### src/rtl/uart_hram_cmd_bridge.sv
// Serial command-frame to HyperRAM request bridge: collects fixed-length UART frames,
// issues hyper_xface read/write requests and streams response words back a byte at a time.
module uart_hram_cmd_bridge #(
  parameter int unsigned DATA_W    = 32,
  parameter int unsigned ADDR_W    = 32,
  parameter int unsigned MAX_BURST = 8,
  parameter int unsigned FRAME_TO  = 1200000,
  parameter int unsigned RD_TO     = 4096,
  parameter int unsigned CONST_VAL = 259
) (
  input  logic                clk,
  input  logic                reset,
  input  logic                rx_rcv,
  input  logic [7:0]          rx_data,
  input  logic                tx_ready,
  output logic                tx_start,
  output logic [7:0]          tx_data,
  input  logic                busy,
  input  logic                rd_rdy,
  input  logic [DATA_W-1:0]   rd_d,
  output logic                rd_req,
  output logic                wr_req,
  output logic [ADDR_W-1:0]   addr,
  output logic [DATA_W-1:0]   wr_d,
  output logic [DATA_W/8-1:0] wr_byte_en,
  output logic [5:0]          rd_num_dwords
);
  localparam int unsigned NBW = DATA_W / 8;
  localparam int unsigned NB  = NBW + 1;
  localparam int unsigned FW  = NB * 8;
  localparam int unsigned BCW = $clog2(NB);
  localparam int unsigned BIW = $clog2(NBW);
  localparam int unsigned AW  = (MAX_BURST > 1) ? $clog2(MAX_BURST) : 1;
  localparam int unsigned FTW = $clog2(FRAME_TO + 1);
  localparam int unsigned RTW = $clog2(RD_TO + 1);
  localparam int unsigned PW  = (ADDR_W > DATA_W) ? ADDR_W : DATA_W;
  localparam logic [DATA_W-1:0] ErrWord = {NBW{8'hEE}};

  typedef enum logic [2:0] {StCollect, StExec, StIssue, StCapture, StResp} state_e;
  state_e state_q, state_d;

  logic [FW-1:0]     frame_q;
  logic [BCW-1:0]    byte_cnt_q;
  logic [FTW-1:0]    idle_q;
  logic [7:0]        err_cnt_q, ovr_cnt_q;
  logic [DATA_W-1:0] count_q, resp_word_q;
  logic              resp_buf_q, tx_phase_q, is_read_q;
  logic [5:0]        resp_nw_q, word_idx_q, idx_q;
  logic [BIW-1:0]    byte_idx_q;
  logic [RTW-1:0]    rd_to_q;
  logic [DATA_W-1:0] rbuf_q [2**AW];

  logic [7:0]        cmd;
  logic [DATA_W-1:0] payload, cur_word;
  logic [PW-1:0]     pay_ext;
  logic [5:0]        burst_n;
  logic              burst_ok, exec_issue, rx_last, cap_done, rd_timeout, last_byte, issue_go;
  logic [7:0]        tx_byte;

  always_comb begin
    cmd        = frame_q[FW-1 -: 8];
    payload    = frame_q[DATA_W-1:0];
    pay_ext    = PW'(payload);
    burst_n    = payload[5:0];
    burst_ok   = (burst_n != 6'd0) && (32'(burst_n) <= MAX_BURST);
    exec_issue = (cmd == 8'h03) || (cmd == 8'h05) || ((cmd == 8'h08) && burst_ok);
    rx_last    = rx_rcv && (byte_cnt_q == BCW'(NB - 1));
    cap_done   = rd_rdy && ((idx_q + 6'd1) == rd_num_dwords);
    rd_timeout = !cap_done && (rd_to_q == RTW'(RD_TO - 1));
    cur_word   = resp_buf_q ? rbuf_q[word_idx_q[AW-1:0]] : resp_word_q;
    tx_byte    = 8'(cur_word >> {BIW'(NBW - 1) - byte_idx_q, 3'b000});
    last_byte  = (byte_idx_q == BIW'(NBW - 1)) && (word_idx_q == resp_nw_q - 6'd1);
    issue_go   = (state_q == StIssue) && !busy;
    wr_req     = issue_go && !is_read_q;
    rd_req     = issue_go && is_read_q;
  end

  always_comb begin
    state_d = state_q;
    unique case (state_q)
      StCollect: if (rx_last) state_d = StExec;
      StExec:    state_d = exec_issue ? StIssue : StResp;
      StIssue:   if (!busy) state_d = is_read_q ? StCapture : StResp;
      StCapture: if (cap_done || rd_timeout) state_d = StResp;
      StResp:    if (tx_phase_q && !tx_ready && last_byte) state_d = StCollect;
      default:   state_d = StCollect;
    endcase
  end

  always_ff @(posedge clk) begin
    if (reset) state_q <= StCollect;
    else       state_q <= state_d;
  end

  // Read buffer carries no reset; it only holds data captured from the RAM.
  always_ff @(posedge clk) begin
    if (!reset && (state_q == StCapture) && rd_rdy) rbuf_q[idx_q[AW-1:0]] <= rd_d;
  end

  always_ff @(posedge clk) begin
    if (reset) begin
      frame_q       <= '0;
      byte_cnt_q    <= '0;
      idle_q        <= '0;
      err_cnt_q     <= '0;
      ovr_cnt_q     <= '0;
      count_q       <= '0;
      resp_word_q   <= '0;
      resp_buf_q    <= 1'b0;
      resp_nw_q     <= 6'd1;
      word_idx_q    <= '0;
      byte_idx_q    <= '0;
      tx_phase_q    <= 1'b0;
      is_read_q     <= 1'b0;
      idx_q         <= '0;
      rd_to_q       <= '0;
      tx_start      <= 1'b0;
      tx_data       <= '0;
      addr          <= '0;
      wr_d          <= '0;
      wr_byte_en    <= '1;
      rd_num_dwords <= 6'd1;
    end else begin
      tx_start <= 1'b0;
      if (rx_rcv && (state_q != StCollect) && (ovr_cnt_q != 8'hFF)) ovr_cnt_q <= ovr_cnt_q + 8'd1;
      unique case (state_q)
        StCollect: begin
          if (rx_rcv) begin
            frame_q    <= {frame_q[FW-9:0], rx_data};
            idle_q     <= '0;
            byte_cnt_q <= rx_last ? '0 : byte_cnt_q + BCW'(1);
          end else if (byte_cnt_q != '0) begin
            // Stale partial frame: drop it so the next byte is taken as a command.
            if (idle_q == FTW'(FRAME_TO - 1)) begin
              byte_cnt_q <= '0;
              idle_q     <= '0;
            end else begin
              idle_q <= idle_q + FTW'(1);
            end
          end
        end
        StExec: begin
          resp_buf_q  <= 1'b0;
          resp_nw_q   <= 6'd1;
          word_idx_q  <= '0;
          byte_idx_q  <= '0;
          tx_phase_q  <= 1'b0;
          resp_word_q <= payload;
          case (cmd)
            8'h01: addr <= pay_ext[ADDR_W-1:0];
            8'h02: wr_d <= payload;
            8'h03: begin is_read_q <= 1'b0; resp_word_q <= DATA_W'(3); end
            8'h04: resp_word_q <= rbuf_q[0];
            8'h05: begin
              is_read_q     <= 1'b1;
              rd_num_dwords <= 6'd1;
              resp_word_q   <= DATA_W'(5);
            end
            8'h06: begin resp_word_q <= count_q; count_q <= count_q + DATA_W'(1); end
            8'h07: resp_word_q <= DATA_W'(CONST_VAL);
            8'h08: begin
              if (burst_ok) begin
                is_read_q     <= 1'b1;
                rd_num_dwords <= burst_n;
                resp_buf_q    <= 1'b1;
                resp_nw_q     <= burst_n;
              end else begin
                resp_word_q <= ErrWord;
                if (err_cnt_q != 8'hFF) err_cnt_q <= err_cnt_q + 8'd1;
              end
            end
            8'h09: wr_byte_en <= payload[NBW-1:0];
            8'h0A: resp_word_q <= DATA_W'({err_cnt_q, ovr_cnt_q});
            default: begin
              resp_word_q <= ErrWord;
              if (err_cnt_q != 8'hFF) err_cnt_q <= err_cnt_q + 8'd1;
            end
          endcase
        end
        StIssue: begin
          if (!busy) begin
            idx_q   <= '0;
            rd_to_q <= '0;
          end
        end
        StCapture: begin
          if (rd_rdy) idx_q <= idx_q + 6'd1;
          if (rd_timeout) begin
            resp_word_q <= ErrWord;
            resp_buf_q  <= 1'b0;
            resp_nw_q   <= 6'd1;
            if (err_cnt_q != 8'hFF) err_cnt_q <= err_cnt_q + 8'd1;
          end else if (!cap_done) begin
            rd_to_q <= rd_to_q + RTW'(1);
          end
        end
        StResp: begin
          if (!tx_phase_q) begin
            if (tx_ready) begin
              tx_start   <= 1'b1;
              tx_data    <= tx_byte;
              tx_phase_q <= 1'b1;
            end
          end else if (!tx_ready) begin
            tx_phase_q <= 1'b0;
            if (byte_idx_q == BIW'(NBW - 1)) begin
              byte_idx_q <= '0;
              word_idx_q <= word_idx_q + 6'd1;
            end else begin
              byte_idx_q <= byte_idx_q + BIW'(1);
            end
          end
        end
        default: ;
      endcase
    end
  end
endmodule

### config.mk
export PLATFORM = sky130hd
export DESIGN_NAME = uart_hram_cmd_bridge
export DESIGN_NICKNAME = d
export VERILOG_FILES = /design/src/rtl/uart_hram_cmd_bridge.sv
export SDC_FILE = /design/constraint.sdc
export NUM_CORES = 1
export LEC_CHECK = 0
export CORE_MARGIN = 8
export CORE_UTILIZATION = 40
export CTS_CLUSTER_SIZE = 25
export DETAILED_ROUTE_END_ITERATION = 16
export MAX_ROUTING_LAYER = met4
export PLACE_DENSITY = 0.56
export RECOVER_POWER = 50
export SYNTH_ARGS = -nofsm -noshare
export SYNTH_HDL_FRONTEND = slang
export SYNTH_SLANG_ARGS = --single-unit
### constraint.sdc
create_clock -name clk -period 5.6 [get_ports clk]
set_input_delay 0.56 -clock clk [delete_from_list [all_inputs] [get_ports clk]]
set_output_delay 0.56 -clock clk [all_outputs]
set_load 0.05 [all_outputs]
# After elaboration in Yosys (flattened, before gate mapping)
# Memories as Yosys holds them, arrays and structs flattened. A register that Yosys moved wholly into a read port is not among the register bits.
# Cells that the tools add are included.
[classes]
n_bitwise = 2
order_cmp = 1
shifts = 1
eq_ne = 36
n_mux = 57
reduce_logical = 54
add_sub_neg = 11
[ops]
columns = ["op", "count"]
rows = [
  ["32-bit one-hot mux with 8 select lines", 1],
  ["32-bit 2-to-1 mux", 3],
  ["32-bit one-hot mux with 2 select lines", 1],
  ["21-bit 2-to-1 mux", 3],
  ["6-bit 2-to-1 mux", 9],
  ["6-bit one-hot mux with 2 select lines", 4],
  ["13-bit 2-to-1 mux", 3],
  ["3-bit 2-to-1 mux", 12],
  ["32-bit by 1-bit adder with 32-bit output (second input constant)", 1],
  ["8-bit by 3-bit equality test with 1-bit output (second input constant)", 4],
  ["8-bit one-hot mux with 2 select lines", 2],
  ["32-bit by 5-bit right shift with 8-bit output", 1],
  ["2-bit inequality test (second input constant)", 13],
  ["13-bit one-hot mux with 2 select lines", 1],
  ["8-bit by 4-bit equality test with 1-bit output (second input constant)", 3],
  ["8-bit 2-to-1 mux", 3],
  ["21-bit by 1-bit adder with 21-bit output (second input constant)", 1],
  ["21-bit equality test (second input constant)", 1],
  ["3-bit AND reduction", 6],
  ["8-bit by 1-bit adder with 8-bit output (second input constant)", 2],
  ["8-bit by 2-bit equality test with 1-bit output (second input constant)", 2],
  ["8-bit inequality test (second input constant)", 2],
  ["4-bit AND reduction", 4],
  ["1-bit logical AND", 15],
  ["other kinds (31)", 65],
]
[totals]
out_inout_bits = 85
reg_bits = 266
word_cells = 185
mem_count = 1
ram_bits = 256
[mem_list]
columns = ["name", "depth", "width", "rd", "rd_clocked_by_memory_dff", "wr", "line_no", "text"]
rows = [
  ["rbuf_q", 8, 32, 2, 1, 1, "51", "logic [DATA_W-1:0] rbuf_q [2**AW];"],
]

# Longest topological paths before layout
[logic_depth]
word_depth = 8
depth_mapped = 10
ltp_nobuf = 8

# Least setup slack after synthesis
# Ideal clock, no wire load.
[synth_path]
path_kind = "reg2reg"
from = "register state_q[0]"
to = "memory rbuf_q[0][0] (enable)"
synth_period_minus_slack_ps = 4165
setup_slack_ps = 1435
t_arrival_ps = 3704
path_stages_with_launch = 8
path_buffers = 2
t_required_ps = 5139
cell_sequence = "dfxtp_1 > buf_2 > nor2b_1 > clkbuf_1 > and2_1 > nand2_1 > or3_1 > nor3_1"
[synth_between]
elab_chain_cells = 5
[synth_rtl]
columns = ["element", "line_no", "text"]
rows = [
  ["from (decl)", "40", "state_e state_q, state_d;"],
  ["from (signal assigned)", "91", "if (reset) state_q <= StCollect;"],
  ["from (signal assigned)", "92", "else state_q <= state_d;"],
  ["3-bit by 2-bit equality test with 1-bit output", "97", "if (!reset && (state_q == StCapture) && rd_rdy) rbuf_q[idx_q[AW-1:0]] <= rd_d;"],
  ["1-bit logical AND (2 in a row)", "97", ""],
  ["1-bit 2-to-1 mux", "97", ""],
  ["1-bit 2-to-1 mux (implied by the code)", "97", ""],
  ["to (decl)", "51", ""],
]
# Every way passes these cells.

# Worst setup path in the final report
[layout_path]
from = "register state_q[1]"
to = "output rd_req"
[layout_between]
elab_chain_cells = 3
[layout_rtl]
columns = ["element", "line_no", "text"]
rows = [
  ["3-bit by 2-bit equality test with 1-bit output", "73", "issue_go = (state_q == StIssue) && !busy;"],
  ["1-bit logical AND", "73", ""],
  ["1-bit logical AND", "75", "rd_req = issue_go && is_read_q;"],
  ["to (decl)", "21", "output logic rd_req,"],
]
# Every way passes these cells.

==> key figures <==
Status
  • Status: complete, but fails checks
  • Violated checks: capacitance limit, slew limit

Clock tree
  • CTS buffer count: 56
  • Setup bufs post-CTS: 0
  • Sink Count: 525
  • Worst-path clk slew: 60 ps
  • Post-CTS sizing: 0
  • H-tree levels: 2
  • Clk_lat worst skew: 610 ps
  • Root Driver: clkbuf_16
  • CTS Hold Bufs: 0
  • TritonCTS clock tree: built
  • Max clock buf depth: 3

Placed design
  • Placed cell areas: 24140 um^2
  • Post-Place Worst Slack: 2150 ps
  • Routability cong.: 0.8691
  • Inst Count DP: 2687
  • Final HPWL DP: 39060 um
  • IO Port Bufs: 130

Floorplanning
  • Die area: 63190 um^2
  • Die width: 251.4 um
  • Core Region: 54990 um^2
  • Die height: 251.4 um
  • Rows: between 80 and 90
  • I/O pins: approximately 130
  • Initial Util: 0.4031

Timing
  • Clk_skew: 16.58 ps
  • Fin Hold WS: approximately 330 ps
  • RSZ-0062 raised after global routing: false
  • Final Max Slew Viols: 74
  • Setup TNS: 0 ps
  • Tcrit/Tclk final: 0.6348
  • Setup ws final: 2045 ps
  • Final Hold Viols: 0
  • Maximum clock rate: 0.2813 GHz
  • Final min period: 3555 ps
  • Worst-margin pin slew: 1786 ps
  • Slew HR: -0.1910
  • Setup violators final: 0

Route
  • Via count: 15360
  • Antenna-violating nets left: 0
  • DRT Pass-1 Iters: 5
  • Initial DRC count: 1396
  • Total Routed Length: 59520 um
  • DRC: 0
  • Vias/cell: approximately 5.5
  • Avg WL per Cell: between 20 and 25 um

Global route
  • First-pass GRT wire length: 92050 um
  • Initial antenna violation count: 6
  • Total global routing overflow: 0
  • Vias in the first global route: 15120
  • GRT Total Usage: 0.1905
  • Largest net degree at the start of global routing: 98

Power
  • Pwr Density: 336.9 nW/um^2
  • Sequential share of power: 0.489
  • Sw frac: 0.2495
  • Leak: 8.522 nW
  • Clock share of power: 0.427
  • Comb pwr share: 0.084
  • Max IR drop VDD: between 0.0002 and 0.00025 V
  • Net Switching: between 2 and 2.5 mW
  • Cell Int Power: 6.571 mW
  • Pwr Total: ~8.8 mW

Layout
  • Nets: 2054
  • Finished Layout Cells: 2796
  • Share of layout cells above drive strength 1: 0.1159
  • Post-route cell area: 25990 um^2
  • Synth-to-Final Area Change: 17.25%
  • Util after Layout: 0.4726

Logic synthesis
  • Synth Register Bits: ~530
  • Most area-consuming cells after synthesis: edfxtp_1, dfxtp_1, mux4_2
  • Yosys warning count: 0
  • Cell taking the most area after synthesis: edfxtp_1
  • Synth async-reset ratio: 0
  • Ys flop type: dfxtp_1
  • Number of synthesized flops with an enable pin: approximately 260
  • Library cells used by synthesis: 78
  • Synthesized cell area: ~22000 um^2
  • Sequential area share after synthesis: 0.5898
  • Syn Area/Cell: approximately 12 um^2
  • Mapped Nets: roughly 2000
  • Cells after Synth: about 1900
  • Area share of the largest cell type after synthesis: 0.3469
  • Most frequent cell after synthesis: nand2_1
  • Synth top cells by count: nand2_1, dfxtp_1, edfxtp_1

Setup path
  • Kind of critical path: flip-flop to output pin
  • Worst path max stage delay: 800 ps
  • Critical path capture point: rd_req
  • CP arrival: 2990 ps
  • Type of origin of the critical path: flip-flop
  • Critical Path Sink Type: output pin
  • Worst flop-to-flop path endpoint: rbuf_q[4][3]$_DFFE_PP_
  • R2R Path Start: state_q[0]$_SDFFE_PP0P_
  • Critical Path Slowest Stage Cell: clkdlybuf4s50_1
  • R2R cell count: 6
  • Worst EP required: 5040 ps
  • Crit path max fanout: 11
  • Worst setup path start: state_q[1]$_SDFFE_PP0P_
  • CP Cell Sequence: nand2b_1, nor3_1, and2_1, clkdlybuf4s50_1
  • R2R Setup Slk: 2220 ps

Hold path
  • Hold crit path type: primary input to flip-flop
  • Hold path start: reset

Run
  • Max Cap Viol: 2
worst min path at each step:
stage / to / slack [ps] / cells past startpoint
5_1_grt: byte_cnt_q[0]$_SDFFE_PP0P_ / 330 / 2
3_3_place_gp: rd_to_q[12]$_SDFFE_PP0P_ / 430 / 2
3_5_place_dp: rd_to_q[12]$_SDFFE_PP0P_ / 440 / 2
6_report: byte_cnt_q[0]$_SDFFE_PP0P_ / 330 / 2
2_1_floorplan: rd_to_q[12]$_SDFFE_PP0P_ / 420 / 2
4_1_cts: byte_cnt_q[0]$_SDFFE_PP0P_ / 300 / 2
cell usage in the layout, fill, tap and decap left out, types with 11 or more instances in the layout:
cell type / instances
or3_1: 17
mux2i_1: 35
nor2b_1: 34
buf_4: 23
clkbuf_16: 56
nand2b_1: 14
nor3_1: 24
a21oi_1: 150
a222oi_1: 12
nand4_1: 25
o21a_1: 27
ha_1: 11
a211oi_1: 18
nor2_1: 126
mux2_2: 13
a22oi_1: 22
dfxtp_1: 266
xor2_1: 40
xnor2_1: 30
clkbuf_1: 18
o21ai_0: 17
a221oi_1: 12
mux4_2: 72
nand2_1: 297
dlygate4sd3_1: 116
edfxtp_1: 256
inv_1: 17
a22o_1: 14
clkdlybuf4s50_1: 13
and3_1: 23
or4_1: 11
nand3_1: 49
a31oi_1: 24
power by group through the flow:
| stage | Clock, mW | Sequential (mW) | Combinational [mW] |
|---|---|---|---|
| 6_report | 3.73 | 4.28 | 0.739 |
| 5_1_grt | 3.97 | 4.29 | 0.822 |
| 4_1_cts | 3.83 | 4.28 | 0.757 |
| 3_5_place_dp | 0 | 4.37 | 0.753 |
| 3_3_place_gp | 0 | 4.36 | 0.743 |
| 2_1_floorplan | 0 | 4.25 | 0.580 |
layout make-up:
| type | count | area (um^2) |
|---|---|---|
| fillers | 4959 | 29000 |
| flip-flops and latches | 525 | 13080 |
| multi-input cells | 1239 | 8522 |
| repair buffers | 158 | 1510 |
| clock buffers | 73 | 1495 |
| well taps | 748 | 935.9 |
| clock inverters | 32 | 367.9 |
| inverters | 17 | 63.81 |
| diodes | 4 | 10.01 |
worst max-delay path, delay by kind of cell, from the launching register on:
kind | cells | cell delay (ps)
AND/OR/NAND/NOR | 3 | 1050
buffers and inverters | 1 | 800
flip-flops | 1 | 530
sequential cells by signal, indices dropped and copies added (netlist names), 4 cells and up, named ones only:
register,cells
frame_q,40
idx_q,6
rbuf_q,256
word_idx_q,6
addr,32
rd_to_q,13
tx_data,8
resp_word_q,32
count_q,32
resp_nw_q,6
idle_q,21
rd_num_dwords,6
wr_d,32
wr_byte_en,4
ovr_cnt_q,8
err_cnt_q,8
metal layers:
layer  up-vias  wire length, um  track usage
met5         -                0            -
met4         0             1200      0.04623
met3        73             3786      0.03553
met2       427            27670       0.2998
met1      7633            26860       0.2542
li1       7231                -            -
logic make-up (layout without fill, tap and decap cells):
kind of cell             Yosys count  after routing  synth area share
AO/OA/AOI/OAI                    356            356            0.1064
XOR/XNOR                          70             70           0.02766
adder cells (fa/ha/maj)           11             11          0.006210
buffers and inverters            149            280           0.02761
flip-flops                       525            525            0.5898
multiplexers                     122            122           0.09660
other                              0              4                 0
AND/OR/NAND/NOR                  680            680            0.1457
No activity file was read; power rests on OpenSTA's default activity.
